[config.mk]
export PLATFORM = sky130hd
export DESIGN_NAME = uart_tx_arbiter
export DESIGN_NICKNAME = d
export VERILOG_FILES = /design/src/rtl/uart_tx_arbiter.sv
export SDC_FILE = /design/constraint.sdc
export NUM_CORES = 1
export LEC_CHECK = 0
export BUFFER_PORTS_ARGS = -buffer_cell sky130_fd_sc_hd__clkbuf_2
export CORE_UTILIZATION = 48
export CTS_BUF_LIST = sky130_fd_sc_hd__clkbuf_2 sky130_fd_sc_hd__clkbuf_4 sky130_fd_sc_hd__clkbuf_8
export CTS_CLUSTER_SIZE = 24
export DETAILED_ROUTE_END_ITERATION = 10
export GPL_ROUTABILITY_DRIVEN = 1
export HOLD_SLACK_MARGIN = 0.05
export PLACE_DENSITY = 0.85
export REMOVE_ABC_BUFFERS = 1
export SLEW_MARGIN = 5
export SYNTH_ARGS = -nofsm -noshare
export SYNTH_HDL_FRONTEND = slang
export SYNTH_SLANG_ARGS = --single-unit
[constraint.sdc]
create_clock -name clk -period 2.9 [get_ports clk]
set_input_delay 0.58 -clock clk [delete_from_list [all_inputs] [get_ports clk]]
set_output_delay 0.58 -clock clk [all_outputs]
set_load 0.005 [all_outputs]
[src/rtl/uart_tx_arbiter.sv]
// Two-requester round-robin arbiter that feeds bytes to one UART transmitter.
// Optional WAIT_BUSY timeout is compiled in with `define UART_TX_ARB_TIMEOUT_EN.
module uart_tx_arbiter #(
  parameter int unsigned TIMEOUT_CYCLES = 16
) (
  input  logic       clk,
  input  logic       rst,
  input  logic       req0_valid,
  input  logic [7:0] req0_byte,
  output logic       req0_ready,
  input  logic       req1_valid,
  input  logic [7:0] req1_byte,
  output logic       req1_ready,
  output logic       tx_start,
  output logic [7:0] tx_byte,
  input  logic       tx_done,
  output logic       busy,
  output logic       last_grant,
  output logic       err
);

  typedef enum logic [1:0] {
    IDLE      = 2'd0,
    LAUNCH    = 2'd1,
    WAIT_BUSY = 2'd2,
    WAIT_DONE = 2'd3
  } state_e;

  if (TIMEOUT_CYCLES < 1) begin : g_timeout_range_check
    $error("TIMEOUT_CYCLES must be at least 1");
  end

  state_e     state_q, state_d;
  logic [7:0] tx_byte_q, tx_byte_d;
  logic       last_grant_q, last_grant_d;
  logic       tx_start_q, tx_start_d;
  logic       grant0_c, grant1_c, accept_c;

`ifdef UART_TX_ARB_TIMEOUT_EN
  localparam int unsigned CNT_W = $clog2(TIMEOUT_CYCLES + 1);
  logic [CNT_W-1:0] cnt_q, cnt_d;
  logic             err_q, err_d;
`endif

  // Round-robin: on contention the port that did not win last time gets the grant.
  always_comb begin
    grant0_c = req0_valid & (~req1_valid | last_grant_q);
    grant1_c = req1_valid & (~req0_valid | ~last_grant_q);
    accept_c = (state_q == IDLE) & tx_done;
  end

  assign req0_ready = accept_c & grant0_c;
  assign req1_ready = accept_c & grant1_c;
  assign busy       = (state_q != IDLE);
  assign tx_start   = tx_start_q;
  assign tx_byte    = tx_byte_q;
  assign last_grant = last_grant_q;
`ifdef UART_TX_ARB_TIMEOUT_EN
  assign err        = err_q;
`else
  assign err        = 1'b0;
`endif

  always_comb begin
    state_d      = state_q;
    tx_byte_d    = tx_byte_q;
    last_grant_d = last_grant_q;
    tx_start_d   = 1'b0;
`ifdef UART_TX_ARB_TIMEOUT_EN
    cnt_d        = cnt_q;
    err_d        = 1'b0;
`endif
    unique case (state_q)
      IDLE: begin
        if (req0_ready) begin
          tx_byte_d    = req0_byte;
          last_grant_d = 1'b0;
          tx_start_d   = 1'b1;
          state_d      = LAUNCH;
        end else if (req1_ready) begin
          tx_byte_d    = req1_byte;
          last_grant_d = 1'b1;
          tx_start_d   = 1'b1;
          state_d      = LAUNCH;
        end
      end
      LAUNCH: begin
        state_d = WAIT_BUSY;
`ifdef UART_TX_ARB_TIMEOUT_EN
        cnt_d   = '0;
`endif
      end
      WAIT_BUSY: begin
        if (!tx_done) begin
          state_d = WAIT_DONE;
        end else begin
`ifdef UART_TX_ARB_TIMEOUT_EN
          // Transmitter never picked up the launch: drop the byte and flag it.
          cnt_d = cnt_q + CNT_W'(1);
          if (cnt_d == CNT_W'(TIMEOUT_CYCLES)) begin
            cnt_d   = '0;
            err_d   = 1'b1;
            state_d = IDLE;
          end
`endif
        end
      end
      WAIT_DONE: begin
        if (tx_done) begin
          state_d = IDLE;
        end
      end
      default: state_d = IDLE;
    endcase
  end

  always_ff @(posedge clk or posedge rst) begin
    if (rst) begin
      state_q      <= IDLE;
      tx_byte_q    <= 8'h00;
      last_grant_q <= 1'b1;
      tx_start_q   <= 1'b0;
`ifdef UART_TX_ARB_TIMEOUT_EN
      cnt_q        <= '0;
      err_q        <= 1'b0;
`endif
    end else begin
      state_q      <= state_d;
      tx_byte_q    <= tx_byte_d;
      last_grant_q <= last_grant_d;
      tx_start_q   <= tx_start_d;
`ifdef UART_TX_ARB_TIMEOUT_EN
      cnt_q        <= cnt_d;
      err_q        <= err_d;
`endif
    end
  end

endmodule

# Yosys cells after proc, flatten, opt, wreduce, memory -nomap -nowiden
# Cells that the tools add are included.
[word_totals] reg_bits=12 input_bits=21 output_inout_bits=14 wordCells=37
[op_classes] eq_ne=6 muxes=12 n_bitwise=10 reduce_logical=5
[op_table] cell="2-to-1 mux 8 bit" n=2
[op_table] cell="2-to-1 mux 2 bit" n=4
[op_table] cell="one-hot mux 2 bit (4 select lines)" n=1
[op_table] cell="bitwise AND 1 bit" n=5
[op_table] cell="2-to-1 mux 1 bit" n=5
[op_table] cell="equality test 2 bit (second input constant)" n=2
[op_table] cell="!= test 2 bit (second input constant)" n=2
[op_table] cell="nonzero test 2 bit" n=2
[op_table] cell="!= test 3 bit (second input constant)" n=1
[op_table] cell="inverter 1 bit" n=3
[op_table] cell="AND reduction 3 bit" n=1
[op_table] cell="equality test 2 x 1 -> 1 bit (second input constant)" n=1
[op_table] cell="logical NOT 2 bit" n=1
[op_table] cell="bitwise OR 1 bit" n=2
[op_table] cell="AND reduction 2 bit" n=1

# Depth between registers and ports, before layout
# Gate-level depths: netlist of run 1.
[logic_depth] ltp_word=7 depth_mapped=6 ltp_nobuf=6

# Worst setup path after synthesis of run 1
# Ideal clock, no wire load.
[synth_path] path_type="flip-flop to output port" start="register state_q[0]" end="output port req0_ready" arrival_time_ns=1.146 required_time_ns=2.320 setup_slack_ns=1.174 path_stages_with_launch=5 path_buffers=0 path_cell_list="dfrtp_1 > inv_1 > ha_1 > nand3_1 > nor2_1"
[synth_between] elab_chain_len=3
[synth_rtl] element="start: declaration" line_no="33" text="state_e state_q, state_d;"
[synth_rtl] element="start signal: assignment" line_no="128" text="state_q <= state_d;"
[synth_rtl] element="logical NOT 2 bit" line_no="49" text="accept_c = (state_q == IDLE) & tx_done;"
[synth_rtl] element="bitwise AND 1 bit" line_no="49"
[synth_rtl] element="bitwise AND 1 bit" line_no="52" text="assign req0_ready = accept_c & grant0_c;"
[synth_rtl] element="end: declaration" line_no="10" text="output logic req0_ready,"
# No other way between the ends.

# Worst setup path in the final report of run 1
# Ends and elaborated chain as after synthesis.

==> results of run 1 <==
==> worst paths after layout <==
check                           startpoint  cells after the start    endpoint  slack, ps
worst max-delay path            state_q[0]                      5  req0_ready        610
worst min-delay path                   rst                      2    tx_start        260
worst max register to register  state_q[0]                      5  state_q[1]       1080
worst min register to register  last_grant                      2  last_grant        530
max in group asynchronous              rst                      2  last_grant       2300
min in group clk                last_grant                      2  last_grant        530
==> Yosys cell counts <==
library cell  instances  area (µm²)
o32a_1                1        10.0
ha_1                  3        37.5
o211ai_4              1        21.3
a31oi_1               8        50.1
a221oi_2              1        15.0
nor2b_1               2        12.5
conb_1                1        3.75
nor2_1                9        33.8
o21ai_0               9        45.0
dfrtp_1              11         275
mux2_1                1        11.3
nand2_1               1        3.75
buf_1                 1        3.75
dfstp_2               1        26.3
buf_4                 1        7.51
inv_1                 4        15.0
buf_2                 1        5.00
inv_2                 1        3.75
nand3_1               2        10.0
nand2b_1              1        6.26
and3_1                1        6.26
a21oi_1               9        45.0
==> metal layers <==
metal  vias to the layer above  global-route usage, %  routed length (µm)
met5                         -                      0                   0
met4                         0                   16.4                  39
met2                        28                   34.2                 660
met3                         7                   7.51                 108
met1                       274                   30.6                 718
li1                        319                      -                   -
==> through the flow <==
stage               utilization, %  cell area (µm²)
finish                        71.2              845
global route                  71.2              845
CTS                           71.2              845
detailed placement            68.7              815
global placement              68.7              815
floorplan                        -              632
==> kinds of logic after synthesis <==
| group | Yosys count | synth area share, % |
|---|---|---|
| multiplexers | 1 | 1.74 |
| flip-flops | 12 | 46.5 |
| AO/OA/AOI/OAI | 29 | 28.8 |
| buffers and inverters | 8 | 5.40 |
| AND/OR/NAND/NOR | 16 | 11.2 |
| adder cells (fa/ha/maj) | 3 | 5.79 |
| other | 1 | 0.579 |
==> critical path, stage by stage (launching register included) <==
cell and delay (ps):
dfrtp_1 400, inv_1 90, ha_1 340, nand3_1 300, nor2_1 170, clkbuf_2 120
==> flip-flops by register name, summed over array words and instances (netlist names) <==
name	flops
last_grant	1
tx_byte	8
state_q	2
tx_start	1
==> layout make-up <==
type                       count  area (µm²)
sequential                    12         302
inverter                       5        18.8
multi-input combinational     50         312
clock buffer                   4        30.0
fill                          91         342
timing repair buffer          33         165
tap                           14        17.5
==> power by group through the flow <==
| stage | logic (mW) | registers [mW] | clock network [mW] |
|---|---|---|---|
| 6_report | 0.357 | 0.301 | 0.122 |
| 5_1_grt | 0.408 | 0.312 | 0.134 |
| 4_1_cts | 0.360 | 0.301 | 0.121 |
| 3_5_place_dp | 0.357 | 0.305 | 0 |
| 3_3_place_gp | 0.344 | 0.300 | 0 |
| 2_1_floorplan | 0.215 | 0.308 | 0 |
==> flow_summary.toml, run 1 <==
[run_status]
status = "complete, no violations"

[critical_path]
endpoint_kind = "primary output"
path_class = "reg2out"
crit_required_ps = 2320
worstPathMaxFanout = 10
crit_path_start_kind = "flip-flop"
arrival_ps = 1710

[power_and_ir_drop]
power_leakage_nw = 0.434
power.internal_uw = 483
vdd_drop_max_uv = 625
powerDensity_nw_per_um2 = 924
clockPowerShare_pct = 15.7
power_uw = 781
p_sw_share_pct = 38.2
combPwrFrac_pct = 45.7
seq_power_share_pct = 38.6
p_sw_uw = 298

[clocking]
post_cts_resized = 0
cts_tree = "built"
cts.hold.buffers_added = 0
cts_setup_buffers = 0
clk_path_buf_depth = 2
cts_sinks = 12
insertion_delay_ps = 280
path_clk_slew_ps = 80
cts_buffers = 3
clockRootBuffer = "clkbuf_4"
htree_num_levels = 1

[floorplanning]
core_area_um2 = 1190
die_area_um2 = 1500
pin_count = 35
die-width_um = 38.7
floorplan.initialDensity_pct = 54.6
core.rowCount = 12
die_y_um = 38.7

[yosys]
netlist_instances = 70
ys_types = 22
ys_seq_area_share_pct = 46.5
yosys_warnings = 0
syn-cell-area_um2 = 648
ys_ff_latch = 12
synth_area_per_cell_um2 = 9.26

[sta]
setup_tns_ps = 0
grt_setup_unrepaired = "no"
final_max_slew_viol_count = 0
fin_crit_sh_pct = 78.8
max_freq_mhz = 438
finalHoldViolCount = 0
timing.final.ws_setup_ps = 615
whs_ps = 264
setup_viol = 0
skew_ps = 3.15
min_period_ps = 2290

[placed_design]
globalplace.congestion = 0.708
pre_cts_ws_ps = 923
io_buffers = 33
dp_hpwl_um = 1150
place_inst = 114

[route]
remaining_drc_errors = 0
viasPerCell = 5.32
routed_wl_um = 1530
drt_iter0_drc = 12
ant_nets = 0
vias = 628
routedWlPerCell_um = 12.9
first_pass_iters = 4

[grt]
antenna_found_initial = 0
grt_pass1_vias = 577
grt_overflow = 0
grt_usage_pct = 24.0
grt_max_degree = 13
grt_pass1_wl_um = 2370

[finish]
mostFrequentLayoutCells = "33 x clkbuf_2, 11 x dfrtp_1, 9 x o21ai_0, 9 x nor2_1, 9 x a21oi_1"
antenna_cells = 0
drive_gt1_share_pct = 39.4
layout.cells.non_filler = 118
area_growth_pct = 30.3
final_nets = 129
final_common_cell = "clkbuf_2"

[run]
drv_cap = 0

[worst_hold_path]
hold_path_class = "in2async"
No activity file was read; power rests on OpenSTA's default activity.
==> inputs of run 2 (changes only) <==
CORE_UTILIZATION = 40   (was 48)
PLACE_DENSITY = 0.76   (was 0.85)
clock period = 1.9 ns   (was 2.9 ns; I/O delays follow)
==> run 2 against run 1 <==
Effect of this change:
- die area rose by 19%
- core utilization fell by 13 points
- via count rose by 6.1%
- combinational power rose by 64%
- power rose by 61%
- largest cell class unchanged
- cell count rose by 2.5%
==> flow_summary.toml, run 2 (same netlist as run 1, synthesis figures left out) <==
[clocking]
clk_path_buf_depth = 2
htree_num_levels = 1
cts_tree = "built"
clockRootBuffer = "clkbuf_4"
cts_sinks = 12
path_clk_slew_ps = 80
cts_buffers = 3
insertion_delay_ps = 280
cts_setup_buffers = 0
cts.hold.buffers_added = 0

[route]
drt_iter0_drc = 29
first_pass_iters = 4
routedWlPerCell_um = 13.9
routed_wl_um = 1680
viasPerCell = 5.50
ant_nets = 0
remaining_drc_errors = 0
vias = 666

[grt]
grt_usage_pct = 19.6
globalRouteMet3Util_pct = 6.03
use_met1_pct = 22.5
grt.busiest_layer = "met2"
grt_use_met2_pct = 33.8
grt_max_degree = 13
grt_pass1_wl_um = 2550
antenna_found_initial = 0
grt_overflow = 0
grt_pass1_vias = 578

[finish]
final_nets = 130
area_growth_pct = 34.7
mostFrequentLayoutCells = "33 x clkbuf_2, 11 x dfrtp_1, 9 x o21ai_0, 9 x nor2_1, 9 x a21oi_1"
final_common_cell = "clkbuf_2"
seqCellArea_um2 = 302
largest_reg_flops = 8
fillers = 131
drive_gt1_share_pct = 41.0
antenna_cells = 0
multi_input_area_um2 = 324

[sta]
grt_setup_unrepaired = "no"
max_freq_mhz = 562
finalHoldViolCount = 0
skew_ps = 3.85
timing.final.ws_setup_ps = 122
relSlewSlack_pct = 61.7
setup_tns_ps = 0
tightest_slew_ps = 573
setup_viol = 0
min_period_ps = 1780
fin_crit_sh_pct = 93.6
final_max_slew_viol_count = 0

[placed_design]
pre_cts_ws_ps = 116
globalplace.congestion = 0.801
dp_hpwl_um = 1180
io_buffers = 33

[critical_path]
cp_top_family = "simple AND/OR/NAND/NOR gates"
worstPathCellList = "nor2b_1 -> nor2_1 -> clkbuf_2"
crit_path_start_kind = "flip-flop"
critPathBufInv = 1
cp.depth = 3
crit_path_max_incr_delay_ps = 460
arrival_ps = 1400
endpoint_kind = "primary output"
crit_path_top_delay_cell = "nor2b_1"
worst_r2r_path_depth = 5
worstPathMaxFanout = 9
path_class = "reg2out"
crit_required_ps = 1520

[power_and_ir_drop]
vdd_drop_max_uv = 739
power_leakage_nw = 0.441
powerDensity_nw_per_um2 = 1440

[worst_hold_path]
hold_path_class = "in2async"

[floorplanning]
die_y_um = 42.3
pin_count = 35
floorplan.initialDensity_pct = 43.0
die_area_um2 = 1790
core.rowCount = 14
core_area_um2 = 1510
die-width_um = 42.3

[run]
drv_cap = 0

[run_status]
status = "complete, no violations"
==> run 2: cell types whose count changed in the layout (fill, tap and decap cells not counted) <==
| cell | previous run | this run |
|---|---|---|
| clkbuf_8 | 0 | 1 |
| clkbuf_4 | 4 | 3 |
| ha_4 | 0 | 1 |
| ha_1 | 3 | 2 |
| buf_4 | 0 | 1 |
==> run 2: stage by stage <==
stage	power, mW	hold slack, ps	instance area (µm²)	instances	util (%)
after floorplan	0.798	244	632	67	-
after global placement	0.988	386	825	117	54.7
after detailed placement	1.02	395	825	117	54.7
after CTS	1.24	90.3	863	121	57.3
after global routing	1.36	118	873	121	58.0
final	1.26	76.4	873	121	58.0
==> run 2: final timing paths <==
check	startpoint	endpoint	slack (ps)
setup / recovery	last_grant	req0_ready	120
hold / removal	rst	tx_byte[3]	80
setup reg to reg	state_q[0]	state_q[1]	250
hold reg to reg	last_grant	last_grant	520
max in group asynchronous	rst	last_grant	1480
min in group clk	req1_byte[3]	tx_byte[3]	330
==> run 2: layout make-up <==
class | count | share of cell area, %
Timing Repair Buffer | 34 | 19.8
Sequential cell | 12 | 34.5
Tap cell | 16 | 2.29
Multi-Input combinational cell | 50 | 37.1
Inverter | 5 | 2.15
Clock buffer | 4 | 4.15
==> run 2: timing repair <==
action / CTS / global route
resized for setup: 1 / 1
endpoints found under the setup margin: 1 / 2
hold endpoints to repair: 0 / 0
==> run 2: metal layers <==
metal | wire, µm | vias to the layer above
met5 | 0 | -
met4 | 30 | 0
met3 | 114 | 4
met2 | 839 | 35
met1 | 693 | 306
li1 | - | 321
==> run 2: worst register-to-register path, cell delays in order, from the launching register on <==
cell	delay, ps
dfrtp_1	400
inv_1	130
ha_4	210
o211ai_4	150
a221oi_2	290
mux2_1	360
==> run 2: power by group <==
group	total [mW]	switching [mW]	internal, mW
registers	0.462	0.0757	0.387
logic	0.585	0.308	0.277
clock network	0.211	0.0950	0.117
total	1.26	0.478	0.780
==> inputs of run 3 (changes only) <==
CORE_UTILIZATION = 38   (was 40)
CTS_BUF_LIST = unset   (was sky130_fd_sc_hd__clkbuf_2 sky130_fd_sc_hd__clkbuf_4 sky130_fd_sc_hd__clkbuf_8)
PLACE_DENSITY = 0.72   (was 0.76)
TNS_END_PERCENT = 5   (was unset)
==> run 3 against run 2 <==
Effect of this change:
- global-route usage down 1.2 points
- setup slack lost 26 ps
- non-clock buffer count rose by 1
- count of clock-buffer cells in the layout unchanged
- cell count up 0.83%
- core utilization fell by 2.1 points
- critical path depth increased by 2
- power decreased by 5.6%
- critical path type unchanged
- largest power group unchanged
==> flow_summary.toml, run 3 (same netlist as run 1, synthesis figures left out) <==
[run_status]
status = "complete, no violations"

[placed_design]
globalplace.congestion = 0.768
io_buffers = 33
dp_hpwl_um = 1160

[sta]
relSlewSlack_pct = 62.3
final_max_slew_viol_count = 0
max_freq_mhz = 554
min_period_ps = 1800
skew_ps = 0.782
fin_crit_sh_pct = 94.9
grt_setup_unrepaired = "no"
setup_viol = 0
finalHoldViolCount = 0
setup_tns_ps = 0
tightest_slew_ps = 564

[power_and_ir_drop]
powerDensity_nw_per_um2 = 1380
vdd_drop_max_uv = 648
power_mw = 1.19
power_leakage_nw = 0.438

[grt]
grt_pass1_wl_um = 2590
grt_overflow = 0
grt_pass1_vias = 614
antenna_found_initial = 0
grt_max_degree = 13
grt_usage_pct = 18.4

[route]
ant_nets = 0
drt_iter0_drc = 9
first_pass_iters = 6
vias = 649
remaining_drc_errors = 0
routed_wl_um = 1570
viasPerCell = 5.32
routedWlPerCell_um = 12.9

[finish]
largest_reg_flops = 8
seqCellArea_um2 = 302
antenna_cells = 0
mostFrequentLayoutCells = "33 x clkbuf_2, 11 x dfrtp_1, 9 x o21ai_0, 9 x nor2_1, 9 x a21oi_1"
final_common_cell = "clkbuf_2"
fin_util_pct = 55.8
multi_input_area_um2 = 314
area_growth_pct = 32.8
final_nets = 131
drive_gt1_share_pct = 40.6
fillers = 158

[run]
drv_cap = 0

[floorplanning]
core.rowCount = 14
die-width_um = 43.3
die_area_um2 = 1870
core_area_um2 = 1540
floorplan.initialDensity_pct = 42.0
pin_count = 35
die_y_um = 43.3

[clocking]
cts.hold.buffers_added = 0
clk_path_buf_depth = 2
clockRootBuffer = "clkbuf_4"
htree_num_levels = 1
cts_sinks = 12
cts_tree = "built"
insertion_delay_ps = 270
path_clk_slew_ps = 70
cts_buffers = 3

[critical_path]
worst_r2r_path_depth = 5
crit_path_start_kind = "flip-flop"
arrival_ps = 1420
regToRegSetupSlack_ps = 280
crit_required_ps = 1520
path_class = "reg2out"
endpoint_kind = "primary output"
worstPathMaxFanout = 7
r2r-end = "state_q[1]"
rr_startpoint = "state_q[0]"

[worst_hold_path]
hold_path_class = "in2async"
run 3: repair_timing:
| item | 4_1_cts | 5_1_grt |
|---|---|---|
| buffers inserted | 0 | 0 |
| endpoints found under the setup margin | 0 | 2 |
| resized for setup | 0 | 1 |
run 3: how the worst max path moves through the flow:
| stage | slack (ps) | end | start |
|---|---|---|---|
| after floorplan | 270 | state_q[1] | state_q[0] |
| after global placement | 290 | state_q[1] | state_q[0] |
| after detailed placement | 200 | state_q[1] | state_q[0] |
| after CTS | 3 | req0_ready | state_q[0] |
| after global routing | 30 | req1_ready | state_q[0] |
| final | 100 | req0_ready | state_q[0] |
run 3: where the power goes:
part / leakage (nW) / switching, mW / internal, mW
Combinational: 0.286 / 0.290 / 0.269
Sequential: 0.136 / 0.0782 / 0.387
Clock: 0.0150 / 0.0816 / 0.0814
run 3: final cells by class:
class                      instances  share of cell area, %
multi-input combinational         50                   36.5
sequential                        12                   35.0
timing repair buffer              35                   20.9
clock buffer                       4                   3.05
tap                               16                   2.33
inverter                           5                   2.18
run 3: per-layer routing:
layer / GRT usage [%] / part of all wire [%]
met1: 23.9 / 44
met2: 29.6 / 48
met3: 6.81 / 7.7
met4: 3.64 / 0
met5: 0 / 0
run 3: worst max-delay path, cell delays in order (launching register included):
cell and delay (ps):
dfrtp_1 410, inv_1 100, ha_2 280, nand3_1 130, nor2_1 130, clkbuf_2 120
run 3: stage by stage:
stage          instances  hold WS, ps  worst slack (ps)  area (µm²)
2_1_floorplan         67          244               269         632
6_report             122         87.9              96.5         861
3_3_place_gp         118          400               289         832
3_5_place_dp         118          397               205         832
4_1_cts              122         99.3              3.19         858
5_1_grt              122          135              34.2         861
